--- config.mk ---
export PLATFORM = sky130hd
export DESIGN_NAME = icache_next_line_prefetcher
export DESIGN_NICKNAME = d
export VERILOG_FILES = /design/src/rtl/icache_next_line_prefetcher.sv
export SDC_FILE = /design/constraint.sdc
export NUM_CORES = 1
export LEC_CHECK = 0
export ABC_AREA = 1
export CAP_MARGIN = 30
export CORE_AREA = 2 2 254 256
export CTS_CLUSTER_SIZE = 25
export DETAILED_ROUTE_END_ITERATION = 16
export DIE_AREA = 0 0 256 258
export HOLD_SLACK_MARGIN = 0.05
export PLACE_DENSITY = 0.5
export RECOVER_POWER = 25
export SYNTH_ARGS = -nofsm -noshare
export SYNTH_HDL_FRONTEND = slang
export SYNTH_SLANG_ARGS = --single-unit
--- constraint.sdc ---
create_clock -name clk -period 4.8 [get_ports clk]
set_input_delay 1.2 -clock clk [delete_from_list [all_inputs] [get_ports clk]]
set_output_delay 1.2 -clock clk [all_outputs]
set_load 0.02 [all_outputs]
--- src/rtl/icache_next_line_prefetcher.sv ---
// Next-line instruction prefetcher placed upstream of the I-cache tag/valid/data arrays.
// After each demand hit on line L, it looks up line L+1 through the prefetch-side array
// port. If that line is not resident, it fetches it from memory and installs it.
//
// Handshake: the memory read holds pmem_read and pmem_address steady until a one-cycle
// pmem_resp, which carries pmem_rdata. The array write (pf_load) is a single-cycle strobe
// with no back-pressure; it is only deferred while the demand side writes the same set.
module icache_next_line_prefetcher #(
  parameter int s_offset = 5,
  parameter int s_index  = 3,
  parameter int s_tag    = 32 - s_offset - s_index,
  parameter int s_line   = 8 * (2 ** s_offset)
) (
  input  logic                clk,
  input  logic                rst,
  input  logic                demand_valid,
  input  logic                demand_miss,
  input  logic [31:0]         demand_addr,
  input  logic                demand_load,
  input  logic [s_index-1:0]  demand_windex,
  output logic [s_index-1:0]  pf_set,
  input  logic [s_tag-1:0]    pf_tag_in,
  input  logic                pf_valid_in,
  output logic                pf_load,
  output logic [s_tag-1:0]    pf_tag_out,
  output logic                pf_valid_out,
  output logic [s_line-1:0]   pf_line_out,
  output logic                pmem_read,
  output logic [31:0]         pmem_address,
  input  logic                pmem_resp,
  input  logic [s_line-1:0]   pmem_rdata,
  output logic                pf_busy,
  output logic [15:0]         pf_count,
  output logic [1:0]          dbg_state
);

  typedef enum logic [1:0] {IDLE = 2'd0, CHECK = 2'd1, FETCH = 2'd2, FILL = 2'd3} state_t;

  localparam logic [31:0] LINE_MASK = (32'd1 << s_offset) - 32'd1;

  state_t              state_q;
  logic [31:0]         pf_addr_q;
  logic [31:0]         last_addr_q;
  logic                last_valid_q;
  logic [s_index-1:0]  pf_set_q;
  logic [s_tag-1:0]    tag_out_q;
  logic                valid_out_q;
  logic [s_line-1:0]   line_q;
  logic [31:0]         pmem_addr_q;
  logic [15:0]         count_q;

  logic [31:0]         cand_addr;
  logic                trigger;
  logic                resident;
  logic                conflict;

  // Setting the offset bits and adding one yields the next line base address, wrapping at 2^32.
  assign cand_addr = (demand_addr | LINE_MASK) + 32'd1;
  assign trigger   = demand_valid && !demand_miss && !(last_valid_q && (cand_addr == last_addr_q));
  assign resident  = pf_valid_in && (pf_tag_in == pf_addr_q[31 -: s_tag]);
  assign conflict  = demand_load && (demand_windex == pf_set_q);

  // Prefetch sequencing: trigger, tag check, memory fetch, then a single array write.
  always_ff @(posedge clk) begin
    if (rst) begin
      state_q      <= IDLE;
      pf_addr_q    <= '0;
      last_addr_q  <= '0;
      last_valid_q <= 1'b0;
      pf_set_q     <= '0;
      tag_out_q    <= '0;
      valid_out_q  <= 1'b0;
      line_q       <= '0;
      pmem_addr_q  <= '0;
      count_q      <= '0;
    end else begin
      case (state_q)
        IDLE: begin
          if (trigger) begin
            pf_addr_q <= cand_addr;
            pf_set_q  <= cand_addr[s_offset +: s_index];
            state_q   <= CHECK;
          end
        end
        CHECK: begin
          if (demand_miss) begin
            // The demand side needs memory; drop this candidate without recording it.
            state_q <= IDLE;
          end else if (resident) begin
            last_addr_q  <= pf_addr_q;
            last_valid_q <= 1'b1;
            state_q      <= IDLE;
          end else begin
            pmem_addr_q <= pf_addr_q;
            state_q     <= FETCH;
          end
        end
        FETCH: begin
          if (pmem_resp) begin
            line_q      <= pmem_rdata;
            tag_out_q   <= pf_addr_q[31 -: s_tag];
            valid_out_q <= 1'b1;
            state_q     <= FILL;
          end
        end
        FILL: begin
          // Wait out any same-set demand write so the set is never written twice in one cycle.
          if (!conflict) begin
            if (count_q != 16'hFFFF) count_q <= count_q + 16'd1;
            last_addr_q  <= pf_addr_q;
            last_valid_q <= 1'b1;
            state_q      <= IDLE;
          end
        end
        default: state_q <= IDLE;
      endcase
    end
  end

  assign pf_set       = pf_set_q;
  assign pf_tag_out   = tag_out_q;
  assign pf_valid_out = valid_out_q;
  assign pf_line_out  = line_q;
  assign pmem_address = pmem_addr_q;
  assign pf_count     = count_q;
  assign pmem_read    = (state_q == FETCH);
  assign pf_busy      = (state_q != IDLE);
  assign pf_load      = (state_q == FILL) && !conflict;
  assign dbg_state    = state_q;

endmodule

==> results of run 1 <==
final timing paths:
| check | from | end | cells after the start |
|---|---|---|---|
| min reg2reg | pf_valid_out$_SDFFE_PP0P_ | pf_valid_out$_SDFFE_PP0P_ | 2 |
| max | demand_windex[0] | pf_load | 6 |
| min | pf_valid_out$_SDFFE_PP0P_ | pf_valid_out$_SDFFE_PP0P_ | 2 |
| max reg2reg | register | pf_line_out[112]$_SDFFE_PP0P_ | 7 |
logic make-up after synthesis:
logic type               after synthesis  share of synthesized area [%]
AO/OA/AOI/OAI                        447                           15.1
XOR/XNOR                              11                          0.614
AND/OR/NAND/NOR                     1004                           28.4
buffers and inverters                271                           7.10
flip-flops                           381                           48.6
adder cells (fa/ha/maj)                2                          0.159
other                                  1                         0.0239
worst max-delay path, cell delays in order:
cell,delay [ns]
sky130_fd_sc_hd__dlygate4sd3_1,0.55
sky130_fd_sc_hd__xnor2_1,0.16
sky130_fd_sc_hd__nand4_1,0.41
sky130_fd_sc_hd__nand2_1,0.24
sky130_fd_sc_hd__inv_1,0.05
sky130_fd_sc_hd__clkdlybuf4s50_1,0.53
flip-flops by register name, summed over array words and instances, names as in the netlist, named ones only:
name / cells
dbg_state: 1
last_addr_q: 27
last_valid_q: 1
pf_addr_q: 25
pf_count: 16
pf_line_out: 256
pf_set: 2
pf_tag_out: 24
pf_valid_out: 1
pmem_address: 27
power groups by stage:
stage	clock, mW	sequential, mW	combinational, mW
2_1_floorplan	0	3.84	0.825
3_3_place_gp	0	3.63	2.05
3_5_place_dp	0	3.64	2.07
4_1_cts	3.68	3.57	2.07
5_1_grt	3.81	3.60	2.21
6_report	3.57	3.57	2.04
through the flow:
stage,total power [mW],instance area [sq um],hold slack (ns),utilization [%]
after detailed placement,5.70,22900,0.444,35.9
after floorplan,4.67,15700,0.436,-
final,9.18,24400,0.453,38.3
after global routing,9.62,24400,0.473,38.3
after global placement,5.68,22800,0.438,35.9
after CTS,9.33,24400,0.456,38.3
final cells by class:
| cell class | instances | area, sq um | share of cell area (%) |
|---|---|---|---|
| Antenna cell | 5 | 12.5 | 0.0513 |
| Clock buffer | 67 | 1350 | 5.54 |
| Clock inverter | 17 | 181 | 0.743 |
| Inverter | 115 | 439 | 1.80 |
| Multi-Input combinational cell | 1469 | 6970 | 28.6 |
| Sequential cell | 381 | 7630 | 31.3 |
| Tap cell | 855 | 1070 | 4.38 |
| Timing Repair Buffer | 669 | 6750 | 27.7 |
synthesized netlist by cell type, types with 9 or more instances:
master / number
sky130_fd_sc_hd__inv_1: 111
sky130_fd_sc_hd__nand4_1: 9
sky130_fd_sc_hd__a21oi_1: 334
sky130_fd_sc_hd__o21ai_0: 71
sky130_fd_sc_hd__xnor2_1: 9
sky130_fd_sc_hd__nor2_1: 94
sky130_fd_sc_hd__nand2_1: 491
sky130_fd_sc_hd__nand2_2: 35
sky130_fd_sc_hd__clkbuf_1: 141
sky130_fd_sc_hd__nand3_1: 334
sky130_fd_sc_hd__dfxtp_1: 381
sky130_fd_sc_hd__a21oi_2: 26
sky130_fd_sc_hd__nor3_1: 10
layer usage:
metal | part of all wire [%] | track usage [%]
met2 | 50 | 33.7
met1 | 40 | 22.6
met4 | 2.7 | 6.58
met5 | 0.019 | 0
met3 | 7.0 | 5.64
==> run_results.csv, run 1 <==
group,metric,value,unit
floorplan,fp.dieArea,0.0660,sq mm
power,power.share.switching,30.5,%
timing,final-max-slew-violation-count,48,
place,dp_worst_setup_slack,0.567,ns
synthesis,synth_top_area_share,48.6,%
clock_tree,cts.hold.buffers_added,0,
timing,worst_slew_margin_rel,-65.3,%
clock_tree,clk_pin_slew_worst_paths,0.06,ns
timing,rsz0062_at_grt,"false",
floorplan,area_of_the_placeable_core,0.0636,sq mm
clock_tree,tritoncts.num_buffers,46,
power,power.ir.vdd_worst,235,uV
power,comb_power_share,22.2,%
grt,grt_pass1_wl,99.9,mm
timing,fin_crit_sh,90.6,%
power,leakage,8.49,nW
clock_tree,cts-htree-levels,2,
floorplan,boundary_pin_count,659,
grt,grt_max_degree,176,
place,routabilityCongestion,0.866,
floorplan,initial_utilization,24.7,%
clock_tree,tritoncts_clock_tree,"yes",
floorplan,dieWidth,256,microns
synthesis,post_synth.cell_area_avg,7.41,sq um
timing,timing.setup.tns,0,ns
finish,layout_common_cells,"sky130_fd_sc_hd__clkdlybuf4s50_1 (645), sky130_fd_sc_hd__nand2_1 (491), sky130_fd_sc_hd__dfxtp_1 (381), sky130_fd_sc_hd__nand3_1 (334), sky130_fd_sc_hd__a21oi_1 (334)",
synthesis,synth-async-reset-ratio,0,%
place,dpl.hpwl,48.0,mm
synthesis,yosys.area.top_type,"sky130_fd_sc_hd__dfxtp_1",
grt,grt_remaining_overflow,0,
finish,share_of_post_route_cells_with_drive_strength_above_1,6.62,%
detailed_routing,routedWlPerCell,18.8,microns
critical_path,cp_class,"primary input to primary output",
timing,timing.final.hold_violations,0,
finish,filler_cell_count,6566,
synthesis,syn_inst,2117,
clock_tree,post_cts.resized_instances,0,
finish,area.growth.synth_to_final,55.5,%
place,place.port_buffers,648,
timing,finalWorstSetupSlack,0.452,ns
synthesis,netlist-cell-type-count,41,
status,run_status,"complete, but fails checks",
timing,timing_worst_slew_pin_value,2.47,ns
timing,timing.final.setup_violations,0,
synthesis,primary_flip_flop_cell_chosen_by_synthesis_mapping,"sky130_fd_sc_hd__dfxtp_1",
synthesis,syn-cell-area,0.0157,sq mm
detailed_routing,vias_per_cell,4.65,
place,dp.cells,3489,
detailed_routing,drt_first_pass_iters,5,
grt,initial_antenna_violation_count,6,
min_path,timing.hold.worst.class,"register to register",
detailed_routing,drt_iter0_markers,1027,
power,seqPwrFrac,38.9,%
status,violations,"capacitance limit, slew limit",
power,power_frac_clock,38.9,%
power,power.net_switching,2.80,mW
power,cellPowerDensity,376,mW/mm^2
clock_tree,postCtsSetupBuffers,0,
synthesis,synth_warnings,0,
synthesis,synth_sequential_area_ratio,48.6,%
clock_tree,clkLatencyLatePin,0.59,ns
timing,finClkSkew,0.0170,ns
critical_path,timing.critical_path.fanout_max,3,
finish,mostFrequentLayoutCell,"sky130_fd_sc_hd__clkdlybuf4s50_1",
critical_path,timing.critical_path.arrival,3.15,ns
critical_path,ff2ff_setup_slack,0.94,ns
grt,grtUsageTotal,19.3,%
floorplan,rows,93,
timing,final.min_clock_period,4.35,ns
critical_path,setup.worst_path.start_class,"primary input",
floorplan,die-height,258,microns
power,internal_power,6.38,mW
synthesis,leading_cell_types_by_total_area_after_synthesis,"sky130_fd_sc_hd__dfxtp_1 (49%), sky130_fd_sc_hd__nand2_1 (12%), sky130_fd_sc_hd__a21oi_1 (11%)",
flow_run,maxCapViolations,1,
finish,num-nets-final,3006,
clock_tree,cts_buffer_depth,3,
finish,final-instance-count-excl-fill,3578,
detailed_routing,antenna_violating_nets_post_route,0,
clock_tree,clock-root-buffer,"sky130_fd_sc_hd__clkbuf_16",
synthesis,synth_edf_count,0,
synthesis,ys_ff_latch,381,
detailed_routing,drc_errors,0,
timing,maxClockFrequency,230,MHz
critical_path,critPathRequiredTime,3.60,ns
detailed_routing,via_count,16635,
clock_tree,cts_num_sinks,381,
critical_path,worstSetupEndpointType,"primary output",
detailed_routing,aggregate_routed_wire_length,67.4,mm
grt,first_global_vias,16207,
(Power assumes the default switching activity.)
==> inputs of run 2 (changes only) <==
--- a/config.mk
+++ b/config.mk
@@ -7,12 +7,14 @@
 export LEC_CHECK = 0
 export ABC_AREA = 1
 export CAP_MARGIN = 30
-export CORE_AREA = 2 2 254 256
+export CELL_PAD_IN_SITES_DETAIL_PLACEMENT = 1
+export CELL_PAD_IN_SITES_GLOBAL_PLACEMENT = 2
+export CORE_ASPECT_RATIO = 0.6
+export CORE_UTILIZATION = 24
 export CTS_CLUSTER_SIZE = 25
 export DETAILED_ROUTE_END_ITERATION = 16
-export DIE_AREA = 0 0 256 258
 export HOLD_SLACK_MARGIN = 0.05
-export PLACE_DENSITY = 0.5
+export PLACE_DENSITY = 0.83
 export RECOVER_POWER = 25
 export SYNTH_ARGS = -nofsm -noshare
 export SYNTH_HDL_FRONTEND = slang
==> run_results.csv, run 2 (synthesis gave the netlist of run 1 again) <==
group,metric,value,unit
grt,grt_remaining_overflow,0,
clock_tree,tritoncts_clock_tree,"yes",
timing,timing_worst_slew_pin_value,2.51,ns
finish,area.growth.synth_to_final,53.9,%
status,violations,"capacitance limit, slew limit",
clock_tree,post_cts.resized_instances,0,
power,leakage,8.35,nW
grt,grt_pass1_wl,105,mm
min_path,whs_path_depth,2,
power,comb_power_share,23.4,%
timing,fin_crit_sh,87.3,%
power,power.net_switching,2.82,mW
critical_path,rr_endpoint,"last_addr_q[6]$_SDFFE_PP0P_",
finish,share_of_post_route_cells_with_drive_strength_above_1,6.10,%
grt,grtUsageTotal,20.9,%
timing,rsz0062_at_grt,"false",
power,power_frac_clock,36.5,%
detailed_routing,drc_errors,0,
floorplan,boundary_pin_count,659,
critical_path,timing.critical_path.arrival,4.54,ns
clock_tree,clock-root-buffer,"sky130_fd_sc_hd__clkbuf_16",
grt,first_global_vias,16886,
detailed_routing,via_count,16978,
timing,timing.final.hold_violations,0,
clock_tree,postCtsSetupBuffers,0,
finish,mostFrequentLayoutCell,"sky130_fd_sc_hd__clkdlybuf4s50_1",
grt,met2_usage,32.2,%
floorplan,fp.dieArea,0.0664,sq mm
timing,timing.setup.tns,0,ns
floorplan,dieWidth,332,microns
clock_tree,cts-htree-levels,2,
critical_path,critPathCapture,"pf_line_out[142]$_SDFFE_PP0P_",
floorplan,initial_utilization,24.3,%
power,cellPowerDensity,369,mW/mm^2
clock_tree,cts_num_sinks,381,
place,dp.cells,3484,
floorplan,area_of_the_placeable_core,0.0645,sq mm
grt,globalRoute.busiestLayer,"met2",
finish,utilization,37.4,%
detailed_routing,vias_per_cell,4.76,
critical_path,worstSetupEndpointType,"register",
critical_path,cp_class,"primary input to register",
critical_path,timing.critical_path.fanout_max,105,
place,dpl.hpwl,54.4,mm
floorplan,rows,72,
detailed_routing,drt_iter0_markers,1005,
detailed_routing,antenna_violating_nets_post_route,0,
timing,maxClockFrequency,239,MHz
clock_tree,clkLatencyLatePin,0.59,ns
finish,final-instance-count-excl-fill,3566,
detailed_routing,drt_first_pass_iters,5,
detailed_routing,routedWlPerCell,20.8,microns
status,run_status,"complete, but fails checks",
timing,timing.final.setup_violations,0,
power,seqPwrFrac,40.1,%
clock_tree,clk_pin_slew_worst_paths,0.06,ns
finish,num-nets-final,3001,
timing,final-max-slew-violation-count,383,
critical_path,timing.reg2reg.worst_path_depth,13,
critical_path,cp-startpoint,"pmem_resp",
grt,use_met1,28.3,%
min_path,hold_path.startpoint,"pf_valid_out$_SDFFE_PP0P_",
grt,initial_antenna_violation_count,14,
power,power.share.switching,31.6,%
finish,largest_register_ffs,256,
clock_tree,tritoncts.num_buffers,42,
critical_path,setup.worst_path.start_class,"primary input",
timing,finClkSkew,0.0312,ns
power,internal_power,6.10,mW
place,place.port_buffers,648,
power,power.ir.vdd_worst,254,uV
finish,filler_cell_count,7730,
detailed_routing,aggregate_routed_wire_length,74.3,mm
grt,groute.layer.met3.usage,5.12,%
timing,final.min_clock_period,4.19,ns
timing,worst_slew_margin_rel,-67.4,%
flow_run,maxCapViolations,4,
critical_path,ff2ff_setup_slack,2.00,ns
place,routabilityCongestion,0.912,
clock_tree,cts_buffer_depth,3,
grt,grt_max_degree,188,
critical_path,r2r-start,"pf_addr_q[25]$_SDFFE_PP0P_",
clock_tree,cts.hold.buffers_added,0,
finish,layout_common_cells,"sky130_fd_sc_hd__clkdlybuf4s50_1 (646), sky130_fd_sc_hd__nand2_1 (491), sky130_fd_sc_hd__dfxtp_1 (381), sky130_fd_sc_hd__nand3_1 (334), sky130_fd_sc_hd__a21oi_1 (334)",
critical_path,critPathRequiredTime,5.15,ns
min_path,timing.hold.worst.class,"register to register",
floorplan,die-height,200,microns
## run 2: cell types whose count changed in the layout (fill, tap and decap cells not counted), moves of 2 or more
cell                        change
sky130_fd_sc_hd__clkinv_8       +2
sky130_fd_sc_hd__buf_12         -2
sky130_fd_sc_hd__clkbuf_2       +3
sky130_fd_sc_hd__diode_2        +7
sky130_fd_sc_hd__clkbuf_16      -4
sky130_fd_sc_hd__clkinv_2       -6
sky130_fd_sc_hd__clkbuf_8       -5
## run 2: worst min path at each step
stage,endpoint,slack (ns)
final,pf_valid_out$_SDFFE_PP0P_,0.46
after global routing,pf_line_out[183]$_SDFFE_PP0P_,0.48
after CTS,pf_valid_out$_SDFFE_PP0P_,0.46
after detailed placement,pf_valid_out$_SDFFE_PP0P_,0.45
after global placement,pf_valid_out$_SDFFE_PP0P_,0.44
after floorplan,last_valid_q$_SDFFE_PP0P_,0.44
## run 2: stage by stage
step / hold slack [ns] / area, sq um / power [mW] / setup WS (ns)
after floorplan: 0.436 / 15700 / 4.67 / 1.78
final: 0.458 / 24100 / 8.92 / 0.608
after global placement: 0.438 / 22800 / 5.69 / 0.478
after detailed placement: 0.446 / 22800 / 5.74 / 0.424
after CTS: 0.458 / 24200 / 9.06 / 0.641
after global routing: 0.479 / 24100 / 9.35 / 0.337
## run 2: layout make-up
class,instances,area [sq um],share of cell area (%)
multi-input combinational,1469,6970,28.9
inverter,115,439,1.82
clock buffer,59,1200,4.95
antenna,12,30.0,0.124
timing repair buffer,668,6690,27.7
sequential,381,7630,31.6
tap,851,1060,4.41
clock inverter,11,133,0.549
## run 2: layer usage
metal  vias to the layer above  part of all wire, %
met3                       125                  7.2
li1                       8124                    -
met1                      8245                   45
met4                         2                  3.3
met2                       482                   45
met5                         -                0.020
## run 2: critical path, cell delays in order
cell and delay, ns:
sky130_fd_sc_hd__clkbuf_2 1.21, sky130_fd_sc_hd__nand2_1 1.11, sky130_fd_sc_hd__buf_6 0.57, sky130_fd_sc_hd__nand2_1 0.17
sky130_fd_sc_hd__a21oi_1 0.08
## run 2: power groups by stage
stage / clock network [mW] / registers [mW] / logic [mW]
floorplan: 0 / 3.84 / 0.825
global placement: 0 / 3.63 / 2.06
detailed placement: 0 / 3.64 / 2.10
CTS: 3.38 / 3.58 / 2.11
global route: 3.50 / 3.60 / 2.25
finish: 3.25 / 3.58 / 2.09
==> inputs of run 3 (changes only) <==
--- a/config.mk
+++ b/config.mk
@@ -5,16 +5,16 @@
 export SDC_FILE = /design/constraint.sdc
 export NUM_CORES = 1
 export LEC_CHECK = 0
-export ABC_AREA = 1
+export ABC_AREA = 0
 export CAP_MARGIN = 30
 export CELL_PAD_IN_SITES_DETAIL_PLACEMENT = 1
 export CELL_PAD_IN_SITES_GLOBAL_PLACEMENT = 2
 export CORE_ASPECT_RATIO = 0.6
-export CORE_UTILIZATION = 24
+export CORE_UTILIZATION = 25
 export CTS_CLUSTER_SIZE = 25
 export DETAILED_ROUTE_END_ITERATION = 16
 export HOLD_SLACK_MARGIN = 0.05
-export PLACE_DENSITY = 0.83
+export PLACE_DENSITY = 0.85
 export RECOVER_POWER = 25
 export SYNTH_ARGS = -nofsm -noshare
 export SYNTH_HDL_FRONTEND = slang
==> run_results.csv, run 3 <==
group,metric,value,unit
detailed_routing,antenna_violating_nets_post_route,0,
grt,first_global_vias,16104,
floorplan,rows,70,
clock_tree,tritoncts.num_buffers,42,
timing,timing.final.setup_violations,0,
timing,timing.final.hold_violations,0,
critical_path,critPathRequiredTime,3.60,ns
status,run_status,"complete, but fails checks",
power,power.ir.vdd_worst,210,uV
clock_tree,tritoncts_clock_tree,"yes",
place,dp.cells,3278,
finish,largest_register_ffs,256,
synthesis,synth-async-reset-ratio,0,%
grt,grt_max_degree,203,
clock_tree,cts_buffer_depth,3,
synthesis,synth_edf_count,0,
floorplan,dieWidth,322,microns
synthesis,syn-cell-area,0.0154,sq mm
timing,final.min_clock_period,4.45,ns
detailed_routing,vias_per_cell,4.75,
synthesis,netlist-cell-type-count,61,
floorplan,die-height,194,microns
critical_path,worstSetupEndpointType,"primary output",
grt,grtUsageTotal,21.3,%
critical_path,timing.critical_path.buf_inv,3,
timing,maxClockFrequency,224,MHz
clock_tree,post_cts.resized_instances,0,
detailed_routing,routedWlPerCell,20.4,microns
place,routabilityCongestion,0.914,
synthesis,synth_top_cells_by_count,"sky130_fd_sc_hd__nand2_1 (610), sky130_fd_sc_hd__dfxtp_1 (381), sky130_fd_sc_hd__a21oi_1 (291)",
grt,grt_remaining_overflow,0,
synthesis,post_synth.cell_area_avg,8.05,sq um
finish,register_area,0.00763,sq mm
place,dp_worst_setup_slack,0.146,ns
finish,multiInputGateArea,0.00714,sq mm
synthesis,synth_top_area_share,49.6,%
grt,initial_antenna_violation_count,10,
clock_tree,cts-htree-levels,2,
clock_tree,cts_num_sinks,381,
timing,finalWorstSetupSlack,0.345,ns
floorplan,fp.dieArea,0.0626,sq mm
timing,timing.setup.tns,0,ns
critical_path,cpMostUsedCell,"sky130_fd_sc_hd__clkdlybuf4s50_1",
finish,share_of_post_route_cells_with_drive_strength_above_1,5.39,%
synthesis,synth.most_common_cell,"sky130_fd_sc_hd__nand2_1",
grt,grt_pass1_wl,101,mm
critical_path,cp_class,"primary input to primary output",
place,place.port_buffers,648,
synthesis,syn_inst,1911,
detailed_routing,drc_errors,0,
timing,worst_slew_margin_rel,-16.7,%
synthesis,primary_flip_flop_cell_chosen_by_synthesis_mapping,"sky130_fd_sc_hd__dfxtp_1",
place,dpl.hpwl,50.6,mm
clock_tree,cts.hold.buffers_added,0,
detailed_routing,drt_iter0_markers,987,
floorplan,boundary_pin_count,659,
floorplan,area_of_the_placeable_core,0.0609,sq mm
critical_path,critical_path.cell_chain,"clkdlybuf4s50_1 -> xnor2_1 -> nand4_1 -> nand3_1 -> inv_1 -> clkdlybuf4s50_1",
finish,mostFrequentLayoutCell,"sky130_fd_sc_hd__clkdlybuf4s50_1",
synthesis,leading_cell_types_by_total_area_after_synthesis,"sky130_fd_sc_hd__dfxtp_1 (50%), sky130_fd_sc_hd__nand2_1 (15%), sky130_fd_sc_hd__a21oi_1 (9.5%)",
critical_path,timing.critical_path.fanout_max,4,
finish,num-nets-final,2819,
min_path,timing.hold.worst.class,"register to register",
finish,filler_cell_count,7122,
synthesis,ys_ff_latch,381,
detailed_routing,aggregate_routed_wire_length,68.6,mm
power,leakage,8.06,nW
synthesis,synth_warnings,0,
timing,final-max-slew-violation-count,20,
floorplan,initial_utilization,25.3,%
finish,final-instance-count-excl-fill,3359,
clock_tree,postCtsSetupBuffers,0,
clock_tree,clkLatencyLatePin,0.56,ns
finish,layout_common_cells,"sky130_fd_sc_hd__clkdlybuf4s50_1 (646), sky130_fd_sc_hd__nand2_1 (609), sky130_fd_sc_hd__dfxtp_1 (381), sky130_fd_sc_hd__a21oi_1 (291), sky130_fd_sc_hd__nor2_1 (107)",
status,violations,"capacitance limit, slew limit",
critical_path,setup.worst_path.start_class,"primary input",
place,placed_cell_area,0.0227,sq mm
clock_tree,clock-root-buffer,"sky130_fd_sc_hd__clkbuf_16",
clock_tree,clk_pin_slew_worst_paths,0.06,ns
flow_run,maxCapViolations,1,
finish,stdcell_area,0.0242,sq mm
critical_path,max_stage_delay,0.59,ns
synthesis,synth_sequential_area_ratio,49.6,%
critical_path,critPathTopFamily,"buffers and inverters",
timing,fin_crit_sh,92.8,%
timing,timing_worst_slew_pin_value,1.75,ns
critical_path,crit_slowest_cell,"sky130_fd_sc_hd__clkdlybuf4s50_1",
finish,area.growth.synth_to_final,57.2,%
timing,finClkSkew,0.0108,ns
synthesis,yosys.area.top_type,"sky130_fd_sc_hd__dfxtp_1",
power,cellPowerDensity,311,mW/mm^2
timing,rsz0062_at_grt,"false",
critical_path,timing.critical_path.arrival,3.25,ns
detailed_routing,via_count,15972,
detailed_routing,drt_first_pass_iters,5,
## run 3: final timing paths
kind                            startpoint                             to  slack, ns  cells after the start
min reg2reg  pf_line_out[114]$_SDFFE_PP0P_  pf_line_out[114]$_SDFFE_PP0P_       0.45                      2
max reg2reg                       register  pf_line_out[245]$_SDFFE_PP0P_       1.16                      5
min          pf_line_out[114]$_SDFFE_PP0P_  pf_line_out[114]$_SDFFE_PP0P_       0.45                      2
max                       demand_windex[2]                        pf_load       0.35                      6
## run 3: through the flow
stage | total power [mW] | hold slack (ns) | utilization (%)
2_1_floorplan | 3.62 | 0.432 | -
3_3_place_gp | 4.07 | 0.441 | 37.3
3_5_place_dp | 4.09 | 0.447 | 37.3
4_1_cts | 7.64 | 0.454 | 39.7
5_1_grt | 7.82 | 0.472 | 39.7
6_report | 7.52 | 0.453 | 39.7
## run 3: worst min-delay path, cell delays in order (launching register included)
cell and delay (ns):
sky130_fd_sc_hd__dfxtp_1 0.31, sky130_fd_sc_hd__nand2_1 0.05, sky130_fd_sc_hd__a21oi_1 0.05
## run 3: final cells by class
class | count | share of cell area [%]
sequential | 381 | 31.5
multi-input combinational | 1375 | 29.5
timing repair buffer | 687 | 28.4
clock buffer | 60 | 5.17
tap | 828 | 4.28
clock inverter | 14 | 0.910
inverter | 8 | 0.124
antenna | 6 | 0.0621
## run 3: power breakdown
part / switching (mW) / internal, mW / leakage, nW / total [mW]
logic: 0.335 / 0.393 / 4.26 / 0.728
registers: 0.0798 / 3.21 / 3.08 / 3.29
clock network: 1.41 / 2.09 / 0.720 / 3.50
total: 1.83 / 5.69 / 8.06 / 7.52
## run 3: logic make-up (layout without fill, tap and decap cells)
logic type	count (synthesis)	in the layout	synth area share, %
buffers and inverters	159	769	4.28
other	1	11	0.0244
flip-flops	381	381	49.6
adder cells (fa/ha/maj)	2	2	0.163
AND/OR/NAND/NOR	837	837	22.9
multiplexers	58	58	3.79
AO/OA/AOI/OAI	396	396	14.8
XOR/XNOR	77	77	4.47
## run 3: per-layer routing
metal	part of all wire (%)	track usage [%]
met1	43	27.2
met2	46	33.7
met3	8.0	6.80
met4	2.9	7.18
met5	0.051	0
